<file path="src/rtl/cs3220_pkg.sv">
// cs3220_pkg
// Shared definitions for the cs3220 core front end: opcode values, the
// bit positions of the instruction fields, the shadow pipeline slot
// record, and the bundle of decoded outputs held between decode and RR.
// No ports; imported with `import cs3220_pkg::*;`.
package cs3220_pkg;

    // Opcode values occupying inst[31:26]. Opcode 0 is not an instruction;
    // the all-zero word is the bubble that fetch inserts.
    localparam logic [5:0] OP_ALU_R  = 6'h01;
    localparam logic [5:0] OP_ALU_I  = 6'h02;
    localparam logic [5:0] OP_LOAD   = 6'h03;
    localparam logic [5:0] OP_STORE  = 6'h04;
    localparam logic [5:0] OP_BRANCH = 6'h05;
    localparam logic [5:0] OP_JAL    = 6'h06;

    // Instruction field positions. rs2 overlaps the top of the immediate.
    localparam int OP_MSB  = 31;
    localparam int OP_LSB  = 26;
    localparam int RD_MSB  = 25;
    localparam int RD_LSB  = 21;
    localparam int RS1_MSB = 20;
    localparam int RS1_LSB = 16;
    localparam int RS2_MSB = 15;
    localparam int RS2_LSB = 11;
    localparam int IMM_MSB = 15;
    localparam int IMM_LSB = 0;

    // One entry of the in-flight shadow: is there an instruction, does it
    // write the register file, and which register.
    typedef struct packed {
        logic       valid;
        logic       wr;
        logic [4:0] rd;
    } pipe_slot_t;

    // Registered decode outputs handed to the RR stage.
    typedef struct packed {
        logic        valid;
        logic [31:0] pc;
        logic [5:0]  op;
        logic [4:0]  rd;
        logic [4:0]  rs1;
        logic [4:0]  rs2;
        logic [31:0] imm;
        logic        wr_en;
        logic        is_load;
        logic        is_store;
        logic        is_branch;
        logic        illegal;
    } dec_inst_t;

    // True for the six opcodes the core implements.
    function automatic logic op_known(input logic [5:0] op);
        return (op >= OP_ALU_R) && (op <= OP_JAL);
    endfunction

endpackage

</file>
<file path="src/rtl/hazard_unit.sv">
// hazard_unit
// Shadow of the in-flight pipeline (RR, EX, MEM, ...) plus the
// combinational check of the instruction in fetch against it.
// Ports:
//   clk, reset      clock and synchronous active-high reset (clears all slots)
//   flush           squash younger work: slots 0 and 1 empty, older slots age
//   advance         downstream accepted this cycle: shift slot_in into slot 0
//   slot_in         record of whatever decode issues this cycle (bubble or not)
//   rs1/rs2/rd      register specifiers of the instruction in fetch
//   *_use           which of those specifiers the instruction actually uses
//   hazard          a used specifier matches a pending register write
module hazard_unit
    import cs3220_pkg::*;
#(
    parameter int PIPE_DEPTH = 3
) (
    input  logic       clk,
    input  logic       reset,
    input  logic       flush,
    input  logic       advance,
    input  pipe_slot_t slot_in,
    input  logic [4:0] rs1,
    input  logic       rs1_use,
    input  logic [4:0] rs2,
    input  logic       rs2_use,
    input  logic [4:0] rd,
    input  logic       rd_use,
    output logic       hazard
);

    pipe_slot_t slots [PIPE_DEPTH];

    // Shadow shift register. On a flush the instruction in RR (slot 0)
    // is squashed, so it must not age into EX; the branch already in EX
    // and anything older keep moving so their writes are still tracked.
    // With neither flush nor advance the shadow freezes along with RR.
    always_ff @(posedge clk) begin
        if (reset) begin
            for (int i = 0; i < PIPE_DEPTH; i++) begin
                slots[i] <= '0;
            end
        end else if (flush) begin
            slots[0] <= '0;
            for (int i = 1; i < PIPE_DEPTH; i++) begin
                if (i == 1) begin
                    slots[i] <= '0;
                end else begin
                    slots[i] <= slots[i-1];
                end
            end
        end else if (advance) begin
            slots[0] <= slot_in;
            for (int i = 1; i < PIPE_DEPTH; i++) begin
                slots[i] <= slots[i-1];
            end
        end
    end

    // Without forwarding, any pending write to a register the fetch
    // instruction reads or writes blocks it. r0 is excluded upstream: the
    // use flags are never set for r0 and slots never record a write to r0.
    always_comb begin
        hazard = 1'b0;
        for (int i = 0; i < PIPE_DEPTH; i++) begin
            if (slots[i].valid && slots[i].wr) begin
                if ((rs1_use && (rs1 == slots[i].rd)) ||
                    (rs2_use && (rs2 == slots[i].rd)) ||
                    (rd_use  && (rd  == slots[i].rd))) begin
                    hazard = 1'b1;
                end
            end
        end
    end

endmodule

</file>
<file path="src/rtl/decode_stage.sv">
// decode_stage
// Decode stage of the cs3220 core. Splits the fetch instruction into
// fields, checks it against the in-flight shadow, and issues either the
// decoded instruction or a bubble into RR.
// Ports:
//   i_clk, i_reset   clock and synchronous active-high reset
//   fetch_pc/inst    instruction held by fetch (32'h0 is a bubble)
//   exec_ld_pc       EX redirect; squash everything younger than EX
//   rr_stall         RR cannot accept this cycle
//   decode_stall     fetch must hold its instruction
//   decode_flush     fetch must drop its instruction
//   dec_*            registered decoded instruction for RR
module decode_stage
    import cs3220_pkg::*;
#(
    parameter int PIPE_DEPTH = 3
) (
    input  logic        i_clk,
    input  logic        i_reset,
    input  logic [31:0] fetch_pc,
    input  logic [31:0] fetch_inst,
    input  logic        exec_ld_pc,
    input  logic        rr_stall,
    output logic        decode_stall,
    output logic        decode_flush,
    output logic        dec_valid,
    output logic [31:0] dec_pc,
    output logic [5:0]  dec_op,
    output logic [4:0]  dec_rd,
    output logic [4:0]  dec_rs1,
    output logic [4:0]  dec_rs2,
    output logic [31:0] dec_imm,
    output logic        dec_wr_en,
    output logic        dec_is_load,
    output logic        dec_is_store,
    output logic        dec_is_branch,
    output logic        dec_illegal
);

    logic [5:0]  op;
    logic [4:0]  rd;
    logic [4:0]  rs1;
    logic [4:0]  rs2;
    logic [31:0] imm;
    logic        known;
    logic        illegal;
    logic        writes_rd;
    logic        reads_rs2;
    logic        wr_en;
    logic        rs1_use;
    logic        rs2_use;
    logic        hazard;
    logic        issue;
    pipe_slot_t  slot_in;
    dec_inst_t   dec_next;
    dec_inst_t   dec_q;

    assign op  = fetch_inst[OP_MSB:OP_LSB];
    assign rd  = fetch_inst[RD_MSB:RD_LSB];
    assign rs1 = fetch_inst[RS1_MSB:RS1_LSB];
    assign rs2 = fetch_inst[RS2_MSB:RS2_LSB];
    assign imm = {{16{fetch_inst[IMM_MSB]}}, fetch_inst[IMM_MSB:IMM_LSB]};

    // Opcode classification. Every known opcode reads rs1; the table only
    // has to say who writes rd and who also reads rs2. A zero opcode is a
    // bubble rather than an illegal instruction, so it sets no use flags.
    always_comb begin
        known     = op_known(op);
        illegal   = (op != 6'h00) && !known;
        writes_rd = 1'b0;
        reads_rs2 = 1'b0;
        case (op)
            OP_ALU_R: begin
                writes_rd = 1'b1;
                reads_rs2 = 1'b1;
            end
            OP_ALU_I, OP_LOAD, OP_JAL: begin
                writes_rd = 1'b1;
            end
            OP_STORE, OP_BRANCH: begin
                reads_rs2 = 1'b1;
            end
            default: begin
            end
        endcase
        wr_en   = writes_rd && (rd != 5'd0);
        rs1_use = known && (rs1 != 5'd0);
        rs2_use = reads_rs2 && (rs2 != 5'd0);
    end

    // Fetch controls come only from inputs and the registered shadow, so
    // no path loops back through fetch. A flush overrides any stall.
    assign decode_flush = exec_ld_pc | i_reset;
    assign decode_stall = (hazard | rr_stall) & ~decode_flush;
    assign issue        = known & ~hazard;

    // What enters shadow slot 0 if RR accepts: the issued instruction's
    // write, or an empty slot for a bubble, hazard or illegal opcode.
    always_comb begin
        slot_in       = '0;
        slot_in.valid = issue;
        slot_in.wr    = issue && wr_en;
        slot_in.rd    = rd;
    end

    hazard_unit #(
        .PIPE_DEPTH(PIPE_DEPTH)
    ) u_hazard (
        .clk     (i_clk),
        .reset   (i_reset),
        .flush   (exec_ld_pc),
        .advance (~rr_stall),
        .slot_in (slot_in),
        .rs1     (rs1),
        .rs1_use (rs1_use),
        .rs2     (rs2),
        .rs2_use (rs2_use),
        .rd      (rd),
        .rd_use  (wr_en),
        .hazard  (hazard)
    );

    // Next decode bundle. Bubbles of any kind are all-zero; an illegal
    // opcode additionally raises dec_illegal so RR can see why.
    always_comb begin
        dec_next = '0;
        if (issue) begin
            dec_next.valid     = 1'b1;
            dec_next.pc        = fetch_pc;
            dec_next.op        = op;
            dec_next.rd        = rd;
            dec_next.rs1       = rs1;
            dec_next.rs2       = rs2;
            dec_next.imm       = imm;
            dec_next.wr_en     = wr_en;
            dec_next.is_load   = (op == OP_LOAD);
            dec_next.is_store  = (op == OP_STORE);
            dec_next.is_branch = (op == OP_BRANCH);
        end else if (illegal) begin
            dec_next.illegal = 1'b1;
        end
    end

    // Output register: reset/flush empty RR, an RR stall holds it,
    // otherwise it takes whatever decode produced this cycle.
    always_ff @(posedge i_clk) begin
        if (i_reset || exec_ld_pc) begin
            dec_q <= '0;
        end else if (!rr_stall) begin
            dec_q <= dec_next;
        end
    end

    assign dec_valid     = dec_q.valid;
    assign dec_pc        = dec_q.pc;
    assign dec_op        = dec_q.op;
    assign dec_rd        = dec_q.rd;
    assign dec_rs1       = dec_q.rs1;
    assign dec_rs2       = dec_q.rs2;
    assign dec_imm       = dec_q.imm;
    assign dec_wr_en     = dec_q.wr_en;
    assign dec_is_load   = dec_q.is_load;
    assign dec_is_store  = dec_q.is_store;
    assign dec_is_branch = dec_q.is_branch;
    assign dec_illegal   = dec_q.illegal;

endmodule

</file>
<file path="config.mk">
export PLATFORM = sky130hd
export DESIGN_NAME = decode_stage
export DESIGN_NICKNAME = d
export VERILOG_FILES = /design/src/rtl/cs3220_pkg.sv /design/src/rtl/hazard_unit.sv /design/src/rtl/decode_stage.sv
export SDC_FILE = /design/constraint.sdc
export NUM_CORES = 1
export LEC_CHECK = 0
export ABC_AREA = 1
export CAP_MARGIN = 20
export CORE_MARGIN = 5
export CORE_UTILIZATION = 41
export CTS_CLUSTER_DIAMETER = 80
export DETAILED_ROUTE_END_ITERATION = 16
export HOLD_SLACK_MARGIN = 0.03
export PLACE_DENSITY = 0.79
export SLEW_MARGIN = 20
export SYNTH_ARGS = -nofsm -noshare
export SYNTH_HDL_FRONTEND = slang
export SYNTH_HIERARCHICAL = 1
export SYNTH_SLANG_ARGS = --single-unit
</file>
<file path="constraint.sdc">
create_clock -name i_clk -period 2.5 [get_ports i_clk]
set_input_delay 0.5 -clock i_clk [delete_from_list [all_inputs] [get_ports i_clk]]
set_output_delay 0.5 -clock i_clk [all_outputs]
set_load 0.1 [all_outputs]
</file>
Yosys cells after proc, flatten, opt, wreduce, memory -nomap -nowiden
Memories as Yosys holds them, arrays and structs flattened.
Cells that the tools add are included.
- flip-flop bits (word level): 91
- memories: 1
- input bits: 68
- bits in writable memories: 21
- bitwise operators: 12
- reductions and logical operators: 32
- mux-type cells: 26
- $lt $le $gt $ge: 2
- equality and inequality tests: 15
- memories (name ; depth ; bits a word ; rd ports ; clocked after Yosys merged registers in ; wr ports ; line ; text):
    u_hazard.slots ; 3 ; 7 ; 3 ; 0 ; 3 ; hazard_unit.sv:31 ; pipe_slot_t slots [PIPE_DEPTH];
- operators by type and width (cell ; count):
    $mux W90 ; 1
    $eq A5 B5 Y1 ; 9
    $mux W7 ; 6
    $mux W1 ; 19
    $eq A6 B3 Y1 const B ; 3
    $logic_and A1 B1 Y1 ; 18
    $reduce_bool A5 Y1 ; 3
    $eq A6 B2 Y1 const B ; 2
    $or A1 B1 Y1 ; 8
    $logic_or A1 B1 Y1 ; 7
    $eq A6 B1 Y1 const B ; 1
    $ge A6 B1 Y1 const B ; 1
    $le A6 B3 Y1 const B ; 1
    $reduce_bool A6 Y1 ; 1
    $reduce_or A4 Y1 ; 1
    $reduce_or A3 Y1 ; 1
    $and A1 B1 Y1 ; 2
    $not A1 Y1 ; 2
    $logic_not A1 Y1 ; 1

Depth between registers and ports, before layout
- depth in word-level cells: 17
- depth in mapped cells: 19
- mapped depth without buffers: 18

Modules after synthesis
The synthesis kept the hierarchy.
- modules (own cells, without submodules) (module ; cells an instance ; area each (um^2) ; sequential area each (um^2) ; instances):
    decode_stage ; 378 ; 2995.4 ; 1401.3 ; 1
    hazard_unit ; 261 ; 1576.5 ; 630.6 ; 1

Worst setup path before layout
No wires, ideal clock.
- kind: in2out
- start: input fetch_inst[28]
- end: output decode_stall
- stages: 13
- arrival: 3.238 ns
- slack: -1.238 ns
- path through: or2_1 -> nor2_2 -> nand2_1 -> a221oi_1 -> o21ai_0 -> nor2_1 -> nand3_1 -> nand3_1 -> nand2_1 -> nand3_2 -> nor2_4 -> buf_2 -> nor2_1
- word-level cells in the longest chain between the ends: 15
- ends and longest elaborated chain (what ; line ; text):
    start, declared ; decode_stage.sv:21 ; input logic [31:0] fetch_inst,
    $eq A6 B3 Y1 / $eq A6 B1 Y1 (equally long branches) ; decode_stage.sv:72 ; case (op)
    $reduce_or A3 Y1 (no source line) * ; -- ;
    $mux W1 * ; decode_stage.sv:72 ;
    $logic_and A1 B1 Y1 * ; decode_stage.sv:88 ; rs2_use = reads_rs2 && (rs2 != 5'd0);
    via rs2_use ; decode_stage.sv:51 ; logic rs2_use;
    $logic_and A1 B1 Y1 ; hazard_unit.sv:67 ; (rs2_use && (rs2 == slots[i].rd)) ||
    $logic_or A1 B1 Y1 ; hazard_unit.sv:66 ; if ((rs1_use && (rs1 == slots[i].rd)) ||
    $logic_or A1 B1 Y1 ; hazard_unit.sv:67 ;
    $mux W1 ; hazard_unit.sv:66 ;
    $mux W1 ; hazard_unit.sv:65 ; if (slots[i].valid && slots[i].wr) begin
    $mux W1 ; hazard_unit.sv:66 ;
    $mux W1 ; hazard_unit.sv:65 ;
    $mux W1 ; hazard_unit.sv:66 ;
    $mux W1 * ; hazard_unit.sv:65 ;
    via hazard ; decode_stage.sv:52 ; logic hazard;
    $or A1 B1 Y1 * ; decode_stage.sv:94 ; assign decode_stall = (hazard | rr_stall) & ~decode_flush;
    $and A1 B1 Y1 * ; decode_stage.sv:94 ;
    end, declared ; decode_stage.sv:24 ; output logic decode_stall,
Mark *: on every way through the listed nets, which the timed path passes. The rest lies on a longest branch.

Worst setup path after layout
- start: input fetch_inst[29]
- end: output decode_stall
The elaborated chain is that of the path after synthesis.

==> PnR_summary.wiki <==
{| class="wikitable"
! Metric !! Value
|-
| Run status || complete, but fails checks
|-
| Violated checks || setup timing
|-
| Number of iterations in the first detailed-routing pass || 5
|-
| Seq pwr share || 0.478
|-
| Total I/O pin count || ~160
|-
| Clock tree from TritonCTS || yes
|-
| Global route overflow || 0
|-
| Leakage power || 2.87 nW
|-
| Internal Dissipation || about 2.3 mW
|-
| Die boundary width || 116 microns
|-
| Final-report setup violation count || 1
|-
| Transition at the pin with the smallest max-transition slack || 0.684 ns
|-
| Die height || approximately 120 microns
|-
| Starting density of the core || 0.420
|-
| Total of flip-flops plus latches after synthesis || between 90 and 100
|-
| Setup repair after global routing missed its margin || yes
|-
| Total power density per cell area || 500 nW/um^2
|-
| Reported max-cap violation count || 0
|-
| Worst setup path startpoint || fetch_inst[29]
|-
| Number of hold violations in the final report || 0
|-
| Post-route minimum period || 2.67 ns
|-
| Hold buffers post-CTS || 0
|-
| Final setup margin || -0.171 ns
|-
| Total Nets Final || approximately 870
|-
| Post-synthesis cell type count || 26
|-
| Largest area contributor in the netlist || dfxtp_1
|-
| Worst reg-to-reg setup slack || 0.29 ns
|-
| Worst-case setup slack after placement || -0.594 ns
|-
| DRC || 0
|-
| Proportion of synthesized chip area in sequential cells || 0.444
|-
| Ranking of synthesized cells by instance count || nand2_1 (193), nor2_1 (78), dfxtp_1 (70)
|-
| Fraction of power spent switching nets || 0.287
|-
| Clock root buffer || clkbuf_8
|-
| R2R depth || 14
|-
| Critical path class || primary input to output port
|-
| Total chip power || ~3.3 mW
|-
| Path type of the worst min-delay path || primary input to flip-flop
|-
| Number of synthesis warnings || 6
|-
| Number of flops mapped to enable cells by yosys || 21
|-
| Data arrival time of the critical path || 2.17 ns
|-
| Net switching power figure || 0.939 mW
|-
| Async set-reset flop share out of synthesis || 0
|-
| Syn avg cell area || 7.15 sq um
|-
| Worst r2r src || u_hazard/slots[0][2]
|-
| Routability-driven placement congestion ratio || 0.944
|-
| Post-synthesis instance total || 639
|-
| Synthesized net count || 707
|-
| Insertion delay to the later sink of the worst-skew pair || 0.36 ns
|-
| Largest cells by area after synthesis || dfxtp_1 (31%), nand2_1 (16%), edfxtp_1 (14%)
|-
| Maximum VDD drop || approximately 0.33 mV
|-
| Period utilisation layout || 1.07
|-
| Total via count in the routed design || slightly below 5000
|-
| Vias per cell || 5.12
|-
| Num Clock Sinks || 91
|-
| Worst slew margin relative to its limit || 0.544
|-
| Capture instance of the worst register-to-register path || dec_rd[4]
|-
| Layout Skew || between 0.01 and 0.015 ns
|-
| Number of nets with antenna violations after routing || 0
|-
| Number of global-route vias before repair || 4622
|-
| Cell Rows || 38
|-
| Violation count after the first detailed-route iteration || 364
|-
| Core outline area || about 11000 sq um
|-
| Average wire per cell in the routed design || 16.0 microns
|-
| Port bufs || 160
|-
| Overall fraction of global-route tracks in use || 0.222
|-
| Critical path startpoint category || primary input
|-
| Worst setup path endpoint || decode_stall
|-
| Number of buffers inserted during clock tree synthesis || 9
|-
| Syn Std Cell Area || around 4600 sq um
|-
| Clock transition at the register clock pins on the worst setup and hold paths after CTS || 0.10 ns
|-
| Final Slew Violations || 0
|-
| Die outline area || 13400 sq um
|-
| Pin count of the biggest net entering global routing || 67
|-
| Clk buf depth || 2
|-
| Share of the core filled with cells || 0.600
|-
| Highest clock frequency the design can meet || 374 MHz
|-
| # H-tree levels || 3
|-
| Total half-perimeter wirelength after legalization and detailed placement || 11200 microns
|-
| Share of post-route cells with drive strength above 1 || 0.253
|-
| Number of antenna violations at the first check in global routing || 1
|-
| Top flip-flop cell by instance count after synthesis || dfxtp_1
|-
| Combinational fraction of design power || 0.177
|-
| Layout area overhead || 42.9%
|-
| Capturing element type of the critical path || output port
|-
| Clock network fraction of design power || 0.346
|-
| Most numerous cell in the Yosys netlist || nand2_1
|-
| Critical path data required time || ~2.0 ns
|-
| Total routed wirelength || around 15000 microns
|-
| Worst-path maximum fanout || 3
|-
| Layout filler cell count || 994
|-
| Share of the synthesized area in the top cell type || 0.307
|-
| Global-route wire length before repair || 23500 microns
|}
[per-stage QoR]
| stage | hold WS [ns] | std cells | cell area (sq um) | setup TNS, ns |
|---|---|---|---|---|
| after floorplan | 0.545 | 639 | 4600 | -0.341 |
| after CTS | 0.386 | 950 | 6480 | -0.152 |
| after global placement | 0.436 | 926 | 6120 | -29.06 |
| after detailed placement | 0.437 | 926 | 6120 | -30.89 |
| after global routing | 0.384 | 952 | 6540 | -0.299 |
| final | 0.408 | 952 | 6540 | -0.171 |
[kinds of logic after synthesis]
family,synth area share
DFF,0.444
xor gates and xnor gates,0.00383
and+or+nand+nor,0.345
buffers and inverters,0.122
AOI/OAI and AO/OA,0.0851
[power groups by stage]
stage / sequential, mW / combinational (mW) / clock, mW
2_1_floorplan: 1.65 / 0.246 / 0
3_3_place_gp: 1.59 / 0.555 / 0
3_5_place_dp: 1.60 / 0.558 / 0
4_1_cts: 1.56 / 0.568 / 1.15
5_1_grt: 1.57 / 0.621 / 1.23
6_report: 1.56 / 0.578 / 1.13
[registers in the layout (all words and copies together), names as in the netlist]
| signal | flops |
|---|---|
| dec_valid | 1 |
| dec_imm | 12 |
| dec_pc | 32 |
| dec_is_store | 1 |
| dec_rd | 5 |
| dec_rs1 | 5 |
| dec_illegal | 1 |
| dec_is_load | 1 |
| dec_op | 6 |
| dec_rs2 | 4 |
| dec_wr_en | 1 |
| u_hazard/slots | 21 |
| dec_is_branch | 1 |
[metal layers]
layer	wire (microns)	vias to the layer above	track usage
met1	6360	2250	0.288
met5	0	-	0
met3	1190	20	0.0444
met2	7350	194	0.369
li1	-	2407	-
met4	315	0	0.0775
[worst min path at each step]
stage / start / end / cells after the start
6_report: fetch_inst[28] / dec_op[2] / 3
3_5_place_dp: dec_op[4] / dec_op[4] / 2
4_1_cts: fetch_inst[28] / dec_op[2] / 3
5_1_grt: fetch_inst[28] / dec_op[2] / 3
3_3_place_gp: dec_op[3] / dec_op[3] / 2
2_1_floorplan: u_hazard/slots[0][5] / u_hazard/slots[0][12] / 2
[area by class of cell]
cell class              instances  area, sq um  area share
multi-input cells             438         2110       0.323
flip-flops and latches         91         2030       0.311
repair buffers                212         1780       0.272
clock buffers                  13          213      0.0325
inverters                      54          203      0.0310
well taps                     140          175      0.0268
clock inverters                 3         26.3     0.00402
diodes                          1         2.50    0.000383
[placed cells by master, fill, tap and decap left out, types with 12 or more instances in the layout]
master / n
nand2_1: 186
buf_4: 139
nor2_1: 73
dfxtp_1: 70
nand4_1: 62
a21oi_1: 62
inv_1: 46
clkdlybuf4s50_1: 45
edfxtp_1: 21
dlygate4sd2_1: 16
nand3_1: 12
[worst max-delay path, stage by stage]
cell      delay, ns
buf_6          0.09
or2_4          0.24
nor2_4         0.10
nand2_2        0.08
a221oi_4       0.25
nand2_1        0.08
nor2_1         0.12
nand3_1        0.08
nand3_1        0.10
nand2_1        0.07
nand3_2        0.10
nor2_4         0.05
nor2_4         0.10
buf_12         0.18
[timing repair]
item / in CTS / in global routing
setup endpoints to repair: 50 / 29
gates resized for setup: 59 / 13
setup buffers: 8 / 1
pin swaps: 30 / 10
Note: power is estimated with default switching activity, not from simulation.
